### src/rtl/hazard_scoreboard_pkg.sv
// Shared encodings and default latencies for the decode-stage hazard scoreboard.
package hazard_scoreboard_pkg;

  localparam int unsigned CW = 2;
  localparam int unsigned RW = 5;

  localparam logic [CW-1:0] TUSE_D    = 2'd0;
  localparam logic [CW-1:0] TUSE_E    = 2'd1;
  localparam logic [CW-1:0] TUSE_M    = 2'd2;
  localparam logic [CW-1:0] TNEW_ALU  = 2'd1;
  localparam logic [CW-1:0] TNEW_LOAD = 2'd2;

  localparam int unsigned MUL_CYC_DEF = 5;
  localparam int unsigned DIV_CYC_DEF = 10;

endpackage

### src/rtl/hazard_scoreboard_sb_counter.sv
// One scoreboard entry: loads a Tnew value, otherwise counts down and holds at zero.
module sb_counter
  import hazard_scoreboard_pkg::*;
#(
  parameter int unsigned W = hazard_scoreboard_pkg::CW
) (
  input  logic         clk,
  input  logic         rst_n,
  input  logic         load,
  input  logic [W-1:0] load_val,
  output logic [W-1:0] cnt
);

  logic [W-1:0] cnt_q, cnt_d;

  // A load from a newly issued producer takes priority over the decrement.
  always_comb begin
    cnt_d = cnt_q;
    if (load) begin
      cnt_d = load_val;
    end else if (cnt_q != '0) begin
      cnt_d = cnt_q - W'(1);
    end
  end

  always_ff @(posedge clk or negedge rst_n) begin
    if (!rst_n) begin
      cnt_q <= '0;
    end else begin
      cnt_q <= cnt_d;
    end
  end

  assign cnt = cnt_q;

endmodule

### src/rtl/hazard_scoreboard.sv
// Decode-stage stall unit: per-register Tnew countdowns plus a HI/LO busy counter.
module hazard_scoreboard #(
  parameter int unsigned NREG    = 32,
  parameter int unsigned RW      = hazard_scoreboard_pkg::RW,
  parameter int unsigned CW      = hazard_scoreboard_pkg::CW,
  parameter int unsigned MUL_CYC = hazard_scoreboard_pkg::MUL_CYC_DEF,
  parameter int unsigned DIV_CYC = hazard_scoreboard_pkg::DIV_CYC_DEF,
  parameter bit          FWD_EN  = 1'b1,
  parameter int unsigned SCW     = 32
) (
  input  logic           clk,
  input  logic           rst_n,
  input  logic           d_valid,
  input  logic [RW-1:0]  d_rs,
  input  logic [RW-1:0]  d_rt,
  input  logic           d_use_rs,
  input  logic           d_use_rt,
  input  logic [CW-1:0]  d_tuse_rs,
  input  logic [CW-1:0]  d_tuse_rt,
  input  logic           d_we,
  input  logic [RW-1:0]  d_rd,
  input  logic [CW-1:0]  d_tnew,
  input  logic           d_md_start,
  input  logic           d_md_div,
  input  logic           d_md_use,
  output logic           stall,
  output logic           pc_en,
  output logic           ifid_en,
  output logic           idex_clr,
  output logic           md_busy,
  output logic [SCW-1:0] stall_cycles
);

  import hazard_scoreboard_pkg::*;

  localparam int unsigned MD_MAX = (MUL_CYC > DIV_CYC) ? MUL_CYC : DIV_CYC;
  localparam int unsigned MDW    = $clog2(MD_MAX + 1);

  logic [CW-1:0]  cnt [NREG];
  logic [CW-1:0]  cnt_rs, cnt_rt;
  logic           haz_rs, haz_rt, haz_md, issue;
  logic [MDW-1:0] md_cnt_q, md_cnt_d;
  logic [SCW-1:0] stall_cnt_q, stall_cnt_d;

  assign cnt[0] = '0;

  for (genvar i = 1; i < NREG; i++) begin : g_cnt
    logic ld;
    assign ld = issue & d_we & (d_rd == RW'(i));
    sb_counter #(.W(CW)) u_cnt (
      .clk      (clk),
      .rst_n    (rst_n),
      .load     (ld),
      .load_val (d_tnew),
      .cnt      (cnt[i])
    );
  end

  always_comb begin
    cnt_rs = cnt[d_rs];
    cnt_rt = cnt[d_rt];
    // With bypassing a consumer only waits until the value reaches its use stage.
    if (FWD_EN) begin
      haz_rs = d_valid & d_use_rs & (d_rs != '0) & (cnt_rs > d_tuse_rs);
      haz_rt = d_valid & d_use_rt & (d_rt != '0) & (cnt_rt > d_tuse_rt);
    end else begin
      haz_rs = d_valid & d_use_rs & (d_rs != '0) & (cnt_rs != '0);
      haz_rt = d_valid & d_use_rt & (d_rt != '0) & (cnt_rt != '0);
    end
    haz_md = d_valid & d_md_use & (md_cnt_q != '0);
    stall  = haz_rs | haz_rt | haz_md;
    issue  = d_valid & ~stall;
  end

  always_comb begin
    md_cnt_d = md_cnt_q;
    if (issue && d_md_start) begin
      md_cnt_d = d_md_div ? MDW'(DIV_CYC) : MDW'(MUL_CYC);
    end else if (md_cnt_q != '0) begin
      md_cnt_d = md_cnt_q - MDW'(1);
    end
    stall_cnt_d = stall_cnt_q;
    if (stall && (stall_cnt_q != '1)) begin
      stall_cnt_d = stall_cnt_q + SCW'(1);
    end
  end

  always_ff @(posedge clk or negedge rst_n) begin
    if (!rst_n) begin
      md_cnt_q    <= '0;
      stall_cnt_q <= '0;
    end else begin
      md_cnt_q    <= md_cnt_d;
      stall_cnt_q <= stall_cnt_d;
    end
  end

  assign pc_en        = ~stall;
  assign ifid_en      = ~stall;
  assign idex_clr     = stall;
  assign md_busy      = (md_cnt_q != '0);
  assign stall_cycles = stall_cnt_q;

endmodule

### config.mk
export PLATFORM = sky130hd
export DESIGN_NAME = hazard_scoreboard
export DESIGN_NICKNAME = d
export VERILOG_FILES = /design/src/rtl/hazard_scoreboard_pkg.sv /design/src/rtl/hazard_scoreboard_sb_counter.sv /design/src/rtl/hazard_scoreboard.sv
export SDC_FILE = /design/constraint.sdc
export NUM_CORES = 1
export LEC_CHECK = 0
export BUFFER_PORTS_ARGS = -buffer_cell sky130_fd_sc_hd__buf_4
export CAP_MARGIN = 0
export CORE_MARGIN = 5
export CORE_UTILIZATION = 55
export CTS_BUF_LIST = sky130_fd_sc_hd__clkbuf_4 sky130_fd_sc_hd__clkbuf_8
export DETAILED_ROUTE_END_ITERATION = 8
export HOLD_SLACK_MARGIN = 0.12
export PLACE_DENSITY = 0.75
export SLEW_MARGIN = 0
export SYNTH_ARGS = -nofsm -noshare
export SYNTH_HDL_FRONTEND = slang
export SYNTH_SLANG_ARGS = --single-unit
### constraint.sdc
create_clock -name clk -period 4.8 [get_ports clk]
set_input_delay 0.72 -clock clk [delete_from_list [all_inputs] [get_ports clk]]
set_output_delay 0.72 -clock clk [all_outputs]
set_load 0.05 [all_outputs]
Word-level counts from Yosys, hierarchy flattened
Index checks and enable logic that the tools add are counted.

word-level totals
  flip-flop bits (word level) = 98
  bits in latches = 0
  RAM bits = 0
  ROM bits = 0
  input bits = 30
  output and inout port bits = 37
  word-level logic and storage cells = 287
  memories = 0

cells by class
  add/sub/neg operators = 33
  multipliers = 0
  div/mod/pow operators = 0
  magnitude comparators = 4
  eq/ne operators = 32
  shift operators = 0
  mux-type cells = 71
  bitwise gates (word level) = 46
  reduce and logical (&&, ||, !) cells = 68

operator list
  cell                                              number
  two-way mux 2 bit                                 66
  nonzero test 2 bit                                63
  == test 5 bit, second input constant              16
  subtractor 2 x 1 -> 2 bit, second input constant  31
  bitwise AND 1 bit                                 41
  == test 5 x 4 -> 1 bit, second input constant     8
  adder 32 x 1 -> 32 bit, second input constant     1
  != test 32 bit, second input constant             1
  binary-select mux 2 bit (select 5 bit)            2
  == test 5 x 3 -> 1 bit, second input constant     4
  >= comparator 6 bit, second input constant        2
  two-way mux 4 bit                                 3
  inverter 5 -> 6 bit                               2
  == test 5 x 2 -> 1 bit, second input constant     2
  nonzero test 5 bit                                2
  == test 5 x 1 -> 1 bit, second input constant     1
  > comparator 2 bit                                2
  nonzero test 4 bit                                1
  subtractor 4 x 1 -> 4 bit, second input constant  1
  logical AND 1 bit                                 2
  OR 1 bit                                          2
  inverter 1 bit                                    1

Depth between registers and ports, before layout
Gate-level depths: netlist (run 1).

  depth after elaboration = 13
  gate-level depth with buffers = 18
  depth with buffers taken out = 14

By module
From an unflattened synthesis (run 1), not the netlist that was laid out.

unflattened totals
  cells, all modules = 696
  area total of the unflattened synthesis = 6726.5 um^2

by module, submodules not included
  module             times used  cells an instance  area each (um^2)  sequential area each (um^2)
  sb_counter         31          12                 113.9             50.0
  hazard_scoreboard  1           324                3196.8            900.9

Least setup slack after synthesis (run 1)
No wires, ideal clock.

  kind = input-to-output
  from = input port d_rs[1]
  to = output port stall
  data arrival time = 3791 ps
  data required time = 4080 ps
  slack = 289 ps
  cell stages on the path = 12
  path buffers = 4
  path through = buf_2 > buf_1 > mux4_2 > mux4_2 > mux2_2 > ha_1 > nor2b_1 > o2111ai_1 > a21oi_1 > or3_4 > buf_2 > buf_4

between the ends
  longest elaborated chain between the ends = 8
  elaborated cells on any way between the ends = 10
  classes of those cells = order compare (1); mux (3); bitwise (5); reduce/logical (1)

ends and longest elaborated chain
  item                                                  RTL line                 source
  start: declaration                                    hazard_scoreboard.sv:14  input logic [RW-1:0] d_rs,
  inverter 5 -> 6 bit (not written as such)             hazard_scoreboard.sv:60  cnt_rs = cnt[d_rs];
  binary-select mux 2 bit (select 5 bit)                hazard_scoreboard.sv:60
  two-way mux 2 bit (not written as such) (2 in a row)  hazard_scoreboard.sv:60
  > comparator 2 bit                                    hazard_scoreboard.sv:64  haz_rs = d_valid & d_use_rs & (d_rs != '0) & (cnt_rs > d_tuse_rs);
  bitwise AND 1 bit *                                   hazard_scoreboard.sv:64
  OR 1 bit * (2 in a row)                               hazard_scoreboard.sv:71  stall = haz_rs | haz_rt | haz_md;
  end: declaration                                      hazard_scoreboard.sv:26  output logic stall,

Every way passes the cells marked *; elsewhere a longest branch is shown, timed or not. The select of a mux whose other input is x is not followed.

Worst setup path in the final report (run 1)
  from = input port d_rt[0]
  to = output port ifid_en

between the ends
  longest elaborated chain between the ends = 9
  elaborated cells on any way between the ends = 11
  classes of those cells = order compare (1); mux (3); bitwise (6); reduce/logical (1)

ends and longest elaborated chain
  item                                                  RTL line                 source
  start: declaration                                    hazard_scoreboard.sv:15  input logic [RW-1:0] d_rt,
  inverter 5 -> 6 bit (not written as such)             hazard_scoreboard.sv:61  cnt_rt = cnt[d_rt];
  binary-select mux 2 bit (select 5 bit)                hazard_scoreboard.sv:61
  two-way mux 2 bit (not written as such) (2 in a row)  hazard_scoreboard.sv:61
  > comparator 2 bit                                    hazard_scoreboard.sv:65  haz_rt = d_valid & d_use_rt & (d_rt != '0) & (cnt_rt > d_tuse_rt);
  bitwise AND 1 bit *                                   hazard_scoreboard.sv:65
  OR 1 bit * (2 in a row)                               hazard_scoreboard.sv:71
  inverter 1 bit *                                      hazard_scoreboard.sv:99  assign ifid_en = ~stall;
  end: declaration                                      hazard_scoreboard.sv:28  output logic ifid_en,

Marked as above.

==> results.txt, run 1 <==
The worst setup slack after placement is a little under 0.2 ns. The power density normalized to cell area came out at 593 nW/µm². The share of total power dissipated in the clock network is 0.125.

The nature of the critical path endpoint is a primary output. The height of the die came out at ~120 µm. For this run, the post-layout net count is roughly 730. The post-layout worst setup margin is 0.203 ns. The number of instances in the synthesized netlist is 606. The average instance area after synthesis is ~11 µm². Clock tree synthesis selected as its root buffer the cell clkbuf_8. The detail-routed via count per cell is between 5 and 6. The kind of critical path is input pin to primary output. The net switching fraction of the power is 0.391. The arrival time reported for the critical path endpoint is roughly 3.9 ns. The H-tree was split into 3 levels. In this run the critical register-to-register path is launched from g_cnt[10].u_cnt.cnt[1].

During synthesis, Yosys emitted a total of 0 warnings. The detailed placer's ending HPWL is 11900 µm. The repair_antennas step left the layout with diodes totalling 0. 67 I/O pins were placed. The required time of the worst setup path came out at 4.08 ns.

The pin slew with the least headroom to its limit is 0.854 ns. The standard-cell row count is 40. Of all flip-flops after synthesis, the portion carrying an async set or reset was 1.00.

The worst-case register-to-register setup slack came out at between 0.8 and 0.9 ns. Routability-driven placement finished with a final weighted congestion of slightly above 0.9. The worst ir drop on vdd came out at 237 µV.

The run finished with clean final reports. The global-route congestion overflow total is 0. The fraction of the yosys area taken by sequential cells came out at 0.371.

Summing all multi-input logic gate instances after layout gives around 3800 µm². The most critical setup path has its startpoint at d_rt[0]. The total number of clock tree sinks came out at between 90 and 100. The leakage power total came out at roughly 0.0034 µW. Once the clock tree was built, the resizer swapped 0 gates to a different size.

Once detail routing completed, the nets flagged for antenna violations numbered 0. The number of buffers inserted during clock tree synthesis is 9. In this run the standard cell core region covers 11900 µm². Counting along the longest clock path gives a buffer depth of 2. After clock tree synthesis, the clock-pin slew on the worst setup and hold paths is approximately 0.1 ns. The count of routing violations after the opening detailed-route iteration is around 370.

The share of final-layout standard cells stronger than drive strength 1 is 0.283. The all-layer global routing usage is 0.231. When the netlist entered floorplanning its net count stood at approximately 670. The post-CTS setup buffer count is 0. The fraction of power consumed by combinational cells is 0.522. The maximum clock frequency came out at 218 MHz. The summed negative setup slack over all endpoints is 0 ns.

The count of different cell masters after synthesis is between 40 and 50. The internal power contribution came out at roughly 2700 µW. The die outline width came out at about 120 µm. The DRC violation count after routing came out at 0. The first detailed-routing pass ran for 5 iterations. The total count of max-transition violations in the final report is 0.

The sort of element at the start of the critical path is an input pin. The critical path goes through buf_4 -> mux4_2 -> mux4_2 -> mux2_2 -> ha_1 -> nor2b_1 -> o2111ai_1 -> a21oi_1 -> or3_4 -> clkinv_2 -> buf_4. The number of enable-type register cells in the synthesized netlist came out at 0. The via count of the first global-routing pass came out at around 5100. After synthesis the cells add up to ~6600 µm². Hold repair after CTS inserted 0 buffers. The area taken by flip-flops and latches is between 2000 and 2500 µm².

The clock network latency to the later pin of the worst-skew pair is a little under 0.4 ns. The max-cap violation count came out at 0. Among all flip-flop cells after synthesis, the most frequent one is dfrtp_1. Setup violations remaining at the end of the flow were counted as 0. The worst-case headroom to the max-slew limit is 0.430. The worst-case clock skew came out at between 0.02 and 0.025 ns. The number of fill cells in the layout is ~950.

The number of hold-slack violations in the final timing report is 0. For this configuration, the core starts out at a cell density of 0.554. The number of storage elements in the synthesis netlist came out at between 90 and 100. The routed wire length is 15500 µm. Buffers placed on the I/O ports in this run total between 60 and 70. Among all stages on the critical path, the largest delay is contributed by mux4_2. The die covers roughly 14000 µm².

The mean routed wirelength per cell came out at about 19 µm. The min-delay analysis places its worst path in the category input pin to async pin. Of all nets on the critical path, the largest fanout is 20. The global-route wire length before repair came out at about 26000 µm. The area growth from synthesis to layout is 12.1%. Setup repair after global routing left no endpoint under its margin. The time the final worst path needs with I/O delays and setup is 4.60 ns. The switching power came out at about 1700 µW.

The maximum number of pins on one net before global-route repair came out at 66. The stage delay of the slowest cell on the critical path came out at 0.56 ns. The share of total power dissipated in sequential elements is 0.353. The overall via count from detail_route came out at approximately 4900.

Of the available clock period, the critical path in the final layout requires 0.958. TritonCTS built the clock tree. The number of antenna violations at the first check in global routing came out at 0.
-- registers in the layout, summed over array words and instances (netlist names) --
signal,cells
stall_cycles,32
md_cnt_q,4
g_cnt.u_cnt.cnt,62
-- cell families (layout without fill, tap and decap cells) --
group | after synthesis | in the layout | share of synthesized area
AOI/OAI and AO/OA | 42 | 42 | 0.0368
xor gates and xnor gates | 64 | 64 | 0.0849
adders and majority gates | 38 | 38 | 0.0720
buffers and inverters | 95 | 157 | 0.0584
DFF | 98 | 98 | 0.371
muxes | 112 | 112 | 0.249
and+or+nand+nor | 157 | 157 | 0.127
-- metal layers --
layer	wire length, µm	track usage
met1	6350	0.296
met2	7850	0.388
met3	997	0.0523
met4	343	0.0787
met5	0	0
-- layout by cell type (no fill, tap or decap), drive strengths merged --
| cell type | synthesis | layout |
|---|---|---|
| nor3b | 1 | 1 |
| nor3 | 18 | 18 |
| mux2i | 23 | 23 |
| buf | 15 | 73 |
| ha | 38 | 38 |
| nand3 | 24 | 24 |
| nand2b | 1 | 1 |
| and2 | 3 | 3 |
| or3 | 5 | 5 |
| o2111ai | 2 | 2 |
| or3b | 2 | 2 |
| nand4 | 11 | 11 |
| inv | 69 | 70 |
| a21o | 1 | 1 |
| nor2b | 6 | 6 |
| a22o | 4 | 4 |
| nand3b | 3 | 3 |
| bufinv | 0 | 1 |
| o21ai | 26 | 26 |
| mux4 | 36 | 36 |
| xnor2 | 48 | 48 |
| or2 | 3 | 3 |
| and3 | 11 | 11 |
| a31o | 1 | 1 |
| a21oi | 8 | 8 |
| clkinv | 1 | 3 |
| nand2 | 41 | 41 |
| nor2 | 25 | 25 |
| xor2 | 16 | 16 |
| mux2 | 53 | 53 |
| and4 | 3 | 3 |
| clkbuf | 10 | 10 |
| dfrtp | 98 | 98 |
-- layout make-up --
type / count / area share
tap: 147 / 0.0248
clock inverter: 4 / 0.00710
inverter: 70 / 0.0357
multi-input combinational: 413 / 0.509
timing repair buffer: 73 / 0.0740
sequential: 98 / 0.331
clock buffer: 10 / 0.0186
-- through the flow --
stage	std cells	power (µW)	utilization	area [µm²]	hold WS, ns
2_1_floorplan	606	3300	-	6600	0.424
3_3_place_gp	801	3640	0.606	7210	0.479
4_1_cts	815	4430	0.622	7400	0.464
5_1_grt	815	4740	0.622	7400	0.500
6_report	815	4390	0.622	7400	0.436
3_5_place_dp	801	3870	0.606	7210	0.491
-- power groups by stage --
stage                     combinational [µW]  clock, µW  sequential, µW
final                                   2290        549            1550
after global routing                    2550        595            1590
after CTS                               2320        563            1540
after detailed placement                2310          0            1560
after global placement                  2120          0            1520
after floorplan                         1790          0            1510
-- synthesized netlist by cell type, types with 3 or more instances --
cell type / instances / share of area
nor3_1: 16 / 0.012
nand3_1: 22 / 0.017
clkbuf_1: 10 / 0.0057
ha_1: 38 / 0.072
nor2_1: 24 / 0.014
mux2_2: 47 / 0.080
a21oi_1: 7 / 0.0053
mux2_1: 4 / 0.0068
mux2i_1: 23 / 0.035
nor2b_1: 6 / 0.0057
and3_1: 10 / 0.0095
buf_1: 4 / 0.0023
o21ai_0: 26 / 0.020
inv_1: 69 / 0.039
a22o_1: 4 / 0.0053
nand2_1: 40 / 0.023
mux4_2: 36 / 0.12
dfrtp_1: 98 / 0.37
buf_4: 3 / 0.0034
xnor2_1: 48 / 0.064
nand4_1: 10 / 0.0095
and2_1: 3 / 0.0028
xor2_1: 16 / 0.021
nand3b_1: 3 / 0.0034
buf_2: 7 / 0.0053
or3_1: 3 / 0.0028
-- worst max-delay path: cells and delay by family --
kind                     cells  cell delay, ns
multiplexers                 3            1.34
buffers and inverters        3            0.70
AND/OR/NAND/NOR              2            0.56
adder cells (fa/ha/maj)      1            0.29
AO/OA/AOI/OAI                2            0.23
-- final timing paths --
path | endpoint | depth (start not counted)
setup / recovery | ifid_en | 11
max in group asynchronous | g_cnt[15].u_cnt.cnt[0] | 2
min in group clk | stall_cycles[31] | 1
hold reg to reg | stall_cycles[31] | 1
setup reg to reg | g_cnt[19].u_cnt.cnt[1] | 12
hold / removal | md_cnt_q[3] | 1
No activity file was read; power rests on OpenSTA's default activity.
==> run 2, diff against run 1 <==
CORE_UTILIZATION = 45   (was 55)
PLACE_DENSITY = unset   (was 0.75)
==> run 2 against run 1 <==
Compared with the run above: worst setup slack gained 0.019 ns; largest power group unchanged; maximum frequency increased by 0.41%; critical path type unchanged; utilization shrank 11 points; register-to-register slack hardly changed; sequential cell count is the same; wire length is 2.0% higher; count of clock-buffer cells in the layout shrank 1; sequential power about the same.
==> results.txt, run 2 (synthesis results as in run 1) <==
The final cycle utilization of the critical path is 0.954 (-0.00387). The overall via count from detail_route came to 4775 (-1.8%). The height of the die is 131 µm (+9.7%).

The met3 track utilization from global routing is 0.0401 (-0.0122). The number of iterations in the first detailed-routing pass is 4 (-1). The clock network latency to the later pin of the worst-skew pair is 0.40 ns (about the same). The count of antenna-violating nets left after detailed routing is 0 (unchanged).

The cell total after placement came to 835 (+4.2%). The TritonCTS clock tree is built. The worst setup path is captured at a primary output. The worst-case register-to-register setup slack is 0.83 ns (about the same).

The clock slew at the register clock pins of the worst setup and hold paths is 0.11 ns (about the same). The final estimated routing congestion in global placement came to 0.882 (-3.4%). The number of H-tree branching levels came to 3 (unchanged). The global-route wire length before repair came to 26700 µm (+3.0%). The flow ran to the end, and the final reports show no timing, DRC or antenna violations. The mean routed wirelength per cell is 18.6 µm (-2.3%). The global-route congestion overflow total was 0 (unchanged). The initial core utilization came out at 0.456 (-0.0983). The number of antenna cells inserted came to 0 (unchanged).

The pin slew with the least headroom to its limit came out at 0.785 ns (-0.0691 ns). The count of routing violations after the opening detailed-route iteration was 328 (-11%). The library cells used most frequently in the layout, excluding fill and tap cells, are dfrtp_1 (98), buf_4 (70), inv_1 (69). The worst hold path belongs to the class input pin to async pin.

The time the final worst path needs with I/O delays and setup is 4.58 ns (-0.0186 ns). The detailed placer's ending HPWL is 12100 µm (+1.2%). The maximum clock frequency is 218 MHz (+0.41%). The DRC violation count after routing is 0 (unchanged). The area growth from synthesis to layout came out at 12.5%. The total count of max-transition violations in the final report came to 0 (unchanged).

The die outline width is 131 µm (+9.7%). The share of final-layout standard cells stronger than drive strength 1 came out at 0.282 (-0.00108). The final number of setup-violating endpoints came out at 0 (unchanged). The total number of clock tree sinks came to 98 (unchanged). The number of flip-flops under the largest register name was 62 (unchanged). The critical path is of the input pin to primary output type. The post-CTS setup buffer count is 0 (unchanged). The number of cell instances on the worst register-to-register path is 12 (unchanged). The number of antenna violations at the first check in global routing is 0 (unchanged).

The leakage power total is 0.00334 µW (-0.49%). The all-layer global routing usage came out at 0.192 (-0.0393). The number of hold-slack violations in the final timing report came out at 0 (unchanged). The via count of the first global-routing pass is 5079 (-1.1%). The worst-case clock skew is 0.0264 ns (+0.00463 ns). The met2 demand-to-capacity share in global routing is 0.304 (-0.0840). The required time of the worst setup path was 4.08 ns (about the same). The power density normalized to cell area is 587 nW/µm² (-0.97%).

The routed wire length is 15900 µm (+2.0%). Tracing the worst setup path back leads to its startpoint at d_rs[0]. The highest fanout seen on the critical path is 20 (unchanged). The summed negative setup slack over all endpoints came out at 0 ns (unchanged). The number of instances resized during post-cts repair came to 0 (unchanged). The arrival time reported for the critical path endpoint is 3.86 ns (-0.02 ns).

The number of buffer cells added on primary ports was 66 (unchanged). The number of buffers on the longest clock path is 2 (unchanged). The number of fill cells in the layout is 1300 (+36%). CTS placed an instance of clkbuf_8 at the clock tree root. In this run the critical register-to-register path is launched from g_cnt[11].u_cnt.cnt[1]. The library cell used most frequently in the layout, excluding fill and tap cells, is dfrtp_1.

The detail-routed via count per cell is 5.61 (-6.0%). The floorplan core area came out at 14500 µm² (+22%). The fraction of met1 tracks used by global routing is 0.257 (-0.0395).

The maximum number of pins on one net before global-route repair is 62 (-6.1%). The die outline area is 17200 µm² (+20%). Setup repair after global routing left no endpoint under its margin.

The worst ir drop on vdd was 190 µV (-20%). The count of hold buffers inserted by post-cts repair came to 0 (unchanged). The worst setup path is launched from an input pin.

The number of buffers inserted during clock tree synthesis is 9 (unchanged). In this run the worst setup path terminates at ifid_en. The number of nets at the end of the flow came out at 730 (-0.41%). The non-filler instance count after layout was 851 (+4.4%).

In this run the critical register-to-register path is captured at g_cnt[7].u_cnt.cnt[0]. The max-cap violation count came out at 0 (unchanged). The worst-case headroom to the max-slew limit came out at 0.476 (+0.0461). The count of pins on the block boundary is 67 (unchanged). The standard-cell row count is 44 (+10%). met2 is the most crowded layer.
run 2: cell types whose count changed in the layout (fill, tap and decap cells not counted), sizes merged:
| cell | change |
|---|---|
| clkbuf | -1 |
| clkinvlp | +1 |
| inv | +4 |
| buf | -3 |
| bufinv | -1 |
| clkinv | -1 |
run 2: layout make-up:
cell class                      count  area (µm²)  share of cell area
Clock buffer                        9         124              0.0167
Clock inverter                      7        67.6             0.00910
Inverter                           70         264              0.0355
Multi-Input combinational cell    413        3760               0.507
Sequential cell                    98        2450               0.330
Tap cell                          184         230              0.0310
Timing Repair Buffer               70         526              0.0707
run 2: metal layers:
layer  up-vias  wire [µm]
li1       2230          -
met4         0        437
met1      2396       6970
met2       120       7640
met5         -          0
met3        29        805
run 2: critical path: stages:
cell and delay [ns]:
buf_4 0.30, mux4_2 0.56, mux4_2 0.49, mux2_2 0.28, ha_1 0.28, nor2b_1 0.13
o2111ai_1 0.18, a21oi_1 0.06, or3_4 0.37, clkinv_2 0.21, buf_4 0.25
run 2: worst min-delay path by stage:
stage	end	depth (start not counted)
finish	md_cnt_q[3]	1
global route	md_cnt_q[3]	1
CTS	stall_cycles[1]	1
detailed placement	stall_cycles[18]	1
global placement	stall_cycles[18]	1
floorplan	g_cnt[10].u_cnt.cnt[0]	0
run 2: stage by stage:
stage | hold WS [ns] | worst slack [ns] | power, µW | instance area [µm²] | util
floorplan | 0.424 | 0.289 | 3300 | 6600 | -
global placement | 0.481 | 0.251 | 3680 | 7240 | 0.500
detailed placement | 0.485 | 0.192 | 3850 | 7240 | 0.500
CTS | 0.418 | 0.214 | 4410 | 7430 | 0.513
global route | 0.467 | 0.0969 | 4740 | 7430 | 0.513
finish | 0.397 | 0.222 | 4360 | 7430 | 0.513
run 2: power by group:
group	internal [µW]	leakage, µW	switching [µW]	total, µW
combinational	1240	0.00203	1030	2270
sequential	1170	0.00121	371	1540
clock	204	0.0000962	338	542
total	2620	0.00334	1740	4360
==> run 3, diff against run 2 <==
CORE_UTILIZATION = 43   (was 45)
==> run 3 against run 2 <==
Compared with the run above: sequential power is essentially flat; critical endpoint is now pc_en; final area grew 0.54%; wire length grew 2.3%; global-route usage shrank 0.19 points; sequential share of layout area shrank 0.18 points; worst setup slack gained 0.029 ns; register-to-register slack gained 0.06 ns; critical path type unchanged.
==> results.txt, run 3 (synthesis results as in run 1) <==
The worst-case register-to-register setup slack is 0.89 ns (+0.06 ns). The pin slew with the least headroom to its limit came out at 0.763 ns (-0.0219 ns). The post-layout worst setup margin came out at 0.251 ns (+0.0287 ns). The number of flip-flops under the largest register name is 62 (unchanged). The highest fanout seen on the critical path is 20 (unchanged). The final cycle utilization of the critical path came to 0.948 (-0.00598). The number of instances resized during post-cts repair is 0 (unchanged).

The maximum number of pins on one net before global-route repair is 56 (-9.7%). The run finished with clean final reports. The number of antenna violations at the first check in global routing came out at 0 (unchanged).

In this run the critical register-to-register path is captured at g_cnt[15].u_cnt.cnt[0]. Leaving out fill and tap cells, the most frequent cell in the layout is dfrtp_1. The number of buffers inserted during clock tree synthesis is 9 (unchanged). The clock slew at the register clock pins of the worst setup and hold paths is 0.12 ns (about the same). The count of hold buffers inserted by post-cts repair came out at 0 (unchanged). The arrival time reported for the critical path endpoint came to 3.83 ns (-0.03 ns). The summed negative setup slack over all endpoints came out at 0 ns (unchanged).

The required time of the worst setup path is 4.08 ns (about the same). The number of cell instances on the worst register-to-register path is 12 (unchanged). The final number of setup-violating endpoints is 0 (unchanged). The number of iterations in the first detailed-routing pass is 4 (unchanged). The routed wire length came out at 16200 µm (+2.3%). The all-layer global routing usage came out at 0.190 (-0.00187).

Setup repair after global routing left no endpoint under its margin. The count of routing violations after the opening detailed-route iteration came out at 233 (-29%). The mean routed wirelength per cell was 18.9 µm (+1.7%). The maximum clock frequency is 220 MHz (+0.63%). The floorplan core area is 15100 µm² (+4.6%). TritonCTS built the clock tree. The number of H-tree branching levels is 3 (unchanged). The DRC violation count after routing came to 0 (unchanged).

The die outline width was 134 µm (+2.1%). The number of antenna cells inserted was 0 (unchanged). The clock network latency to the later pin of the worst-skew pair is 0.40 ns (about the same). The final design utilization was 0.493 (-0.0199). The number of buffer cells added on primary ports is 66 (unchanged). The worst setup slack after placement is 0.200 ns (+0.00773 ns). The max-cap violation count is 0 (unchanged). The leakage power total came to 0.00336 µW (+0.59%). The critical path goes through buf_4 -> mux4_2 -> mux4_2 -> mux2_2 -> ha_1 -> nor2b_1 -> o2111ai_1 -> a21oi_1 -> or3_4 -> clkinv_2 -> buf_4. The global-route congestion overflow total is 0 (unchanged). The number of buffers on the longest clock path came out at 2 (unchanged). The count of antenna-violating nets left after detailed routing is 0 (unchanged). The slowest stage cell on the critical path is mux4_2. The height of the die came out at 134 µm (+2.1%). The launch instance of the worst register-to-register path is g_cnt[14].u_cnt.cnt[1]. The total count of max-transition violations in the final report is 0 (unchanged). The most critical setup path has its startpoint at d_rs[0]. By startpoint and endpoint, the worst setup path is classified as input pin to primary output. The sort of element at the start of the critical path is an input pin. The worst-case clock skew was 0.0174 ns (-0.00897 ns). The worst-case headroom to the max-slew limit is 0.491 (+0.0146). In the layout the commonest cells are dfrtp_1 (98), buf_4 (71), inv_1 (69). The standard-cell row count came out at 45 (+2.3%). The via count of the first global-routing pass came out at 5087 (+0.16%).

The worst ir drop on vdd is 193 µV (+1.9%). The die outline area came out at 17900 µm² (+4.3%). The global-route wire length before repair came to 26900 µm (+0.52%).

The share of final-layout standard cells stronger than drive strength 1 was 0.283 (+0.00108). The overall via count from detail_route came out at 4771 (-0.084%). The CTS root buffer is clkbuf_8. The area growth from synthesis to layout came out at 13.1%. The stage delay of the slowest cell on the critical path came out at 0.54 ns (-0.02 ns). The min-delay analysis places its worst path in the category input pin to async pin.

The time the final worst path needs with I/O delays and setup is 4.55 ns (-0.0287 ns). The detailed placer's ending HPWL is 12400 µm (+2.6%). The initial core utilization is 0.436 (-0.0201). The number of hold-slack violations in the final timing report came out at 0 (unchanged). The total number of clock tree sinks is 98 (unchanged). The number of nets at the end of the flow was 731 (+0.14%). The power density normalized to cell area was 592 nW/µm² (+0.84%). The detail-routed via count per cell is 5.57 (-0.67%). The final estimated routing congestion in global placement came out at 0.935 (+6.1%). The post-CTS setup buffer count is 0 (unchanged). The count of pins on the block boundary is 67 (unchanged). The nature of the critical path endpoint is a primary output.

The critical path ends at pc_en.
==> run 3: report_power, final <==
part,switching (µW),internal (µW)
logic,1030,1250
clock network,338,257
registers,379,1170
total,1750,2680
==> run 3: critical path: cells and delay by family <==
kind                       cells  cell delay, ns
AOI/OAI and AO/OA              2            0.25
buffers and inverters          3            0.74
muxes                          3            1.29
and+or+nand+nor                2            0.52
adders and majority gates      1            0.28
==> run 3: worst min-delay path by stage <==
stage                     startpoint                      to  slack (ns)  cells after the start
finish                         rst_n         stall_cycles[0]        0.31                      1
CTS                            rst_n         stall_cycles[0]        0.31                      1
floorplan                      rst_n  g_cnt[10].u_cnt.cnt[0]        0.42                      0
global placement    stall_cycles[18]        stall_cycles[18]        0.48                      1
detailed placement  stall_cycles[18]        stall_cycles[18]        0.49                      1
global route                   rst_n         stall_cycles[0]        0.35                      1
==> run 3: layout make-up <==
cell class,instances,area (µm²)
clock buffer,9,124
clock inverter,7,95.1
fill,1377,7680
sequential,98,2450
timing repair buffer,71,533
multi-input combinational,413,3760
inverter,70,264
tap,188,235
==> run 3: through the flow <==
stage / cell area, µm² / instances / hold WS [ns] / power (µW)
floorplan: 6600 / 606 / 0.424 / 3300
global placement: 7250 / 840 / 0.482 / 3690
detailed placement: 7250 / 840 / 0.492 / 3860
CTS: 7470 / 856 / 0.305 / 4470
global route: 7470 / 856 / 0.345 / 4780
finish: 7470 / 856 / 0.305 / 4420
==> run 3: layer usage <==
| metal | wire length [µm] | track usage | vias to the layer above | part of all wire |
|---|---|---|---|---|
| met5 | 0 | 0 | - | 0 |
| met2 | 8210 | 0.322 | 114 | 0.51 |
| met1 | 6850 | 0.244 | 2411 | 0.42 |
| met4 | 335 | 0.0731 | 0 | 0.021 |
| met3 | 818 | 0.0311 | 22 | 0.050 |
| li1 | - | - | 2224 | - |
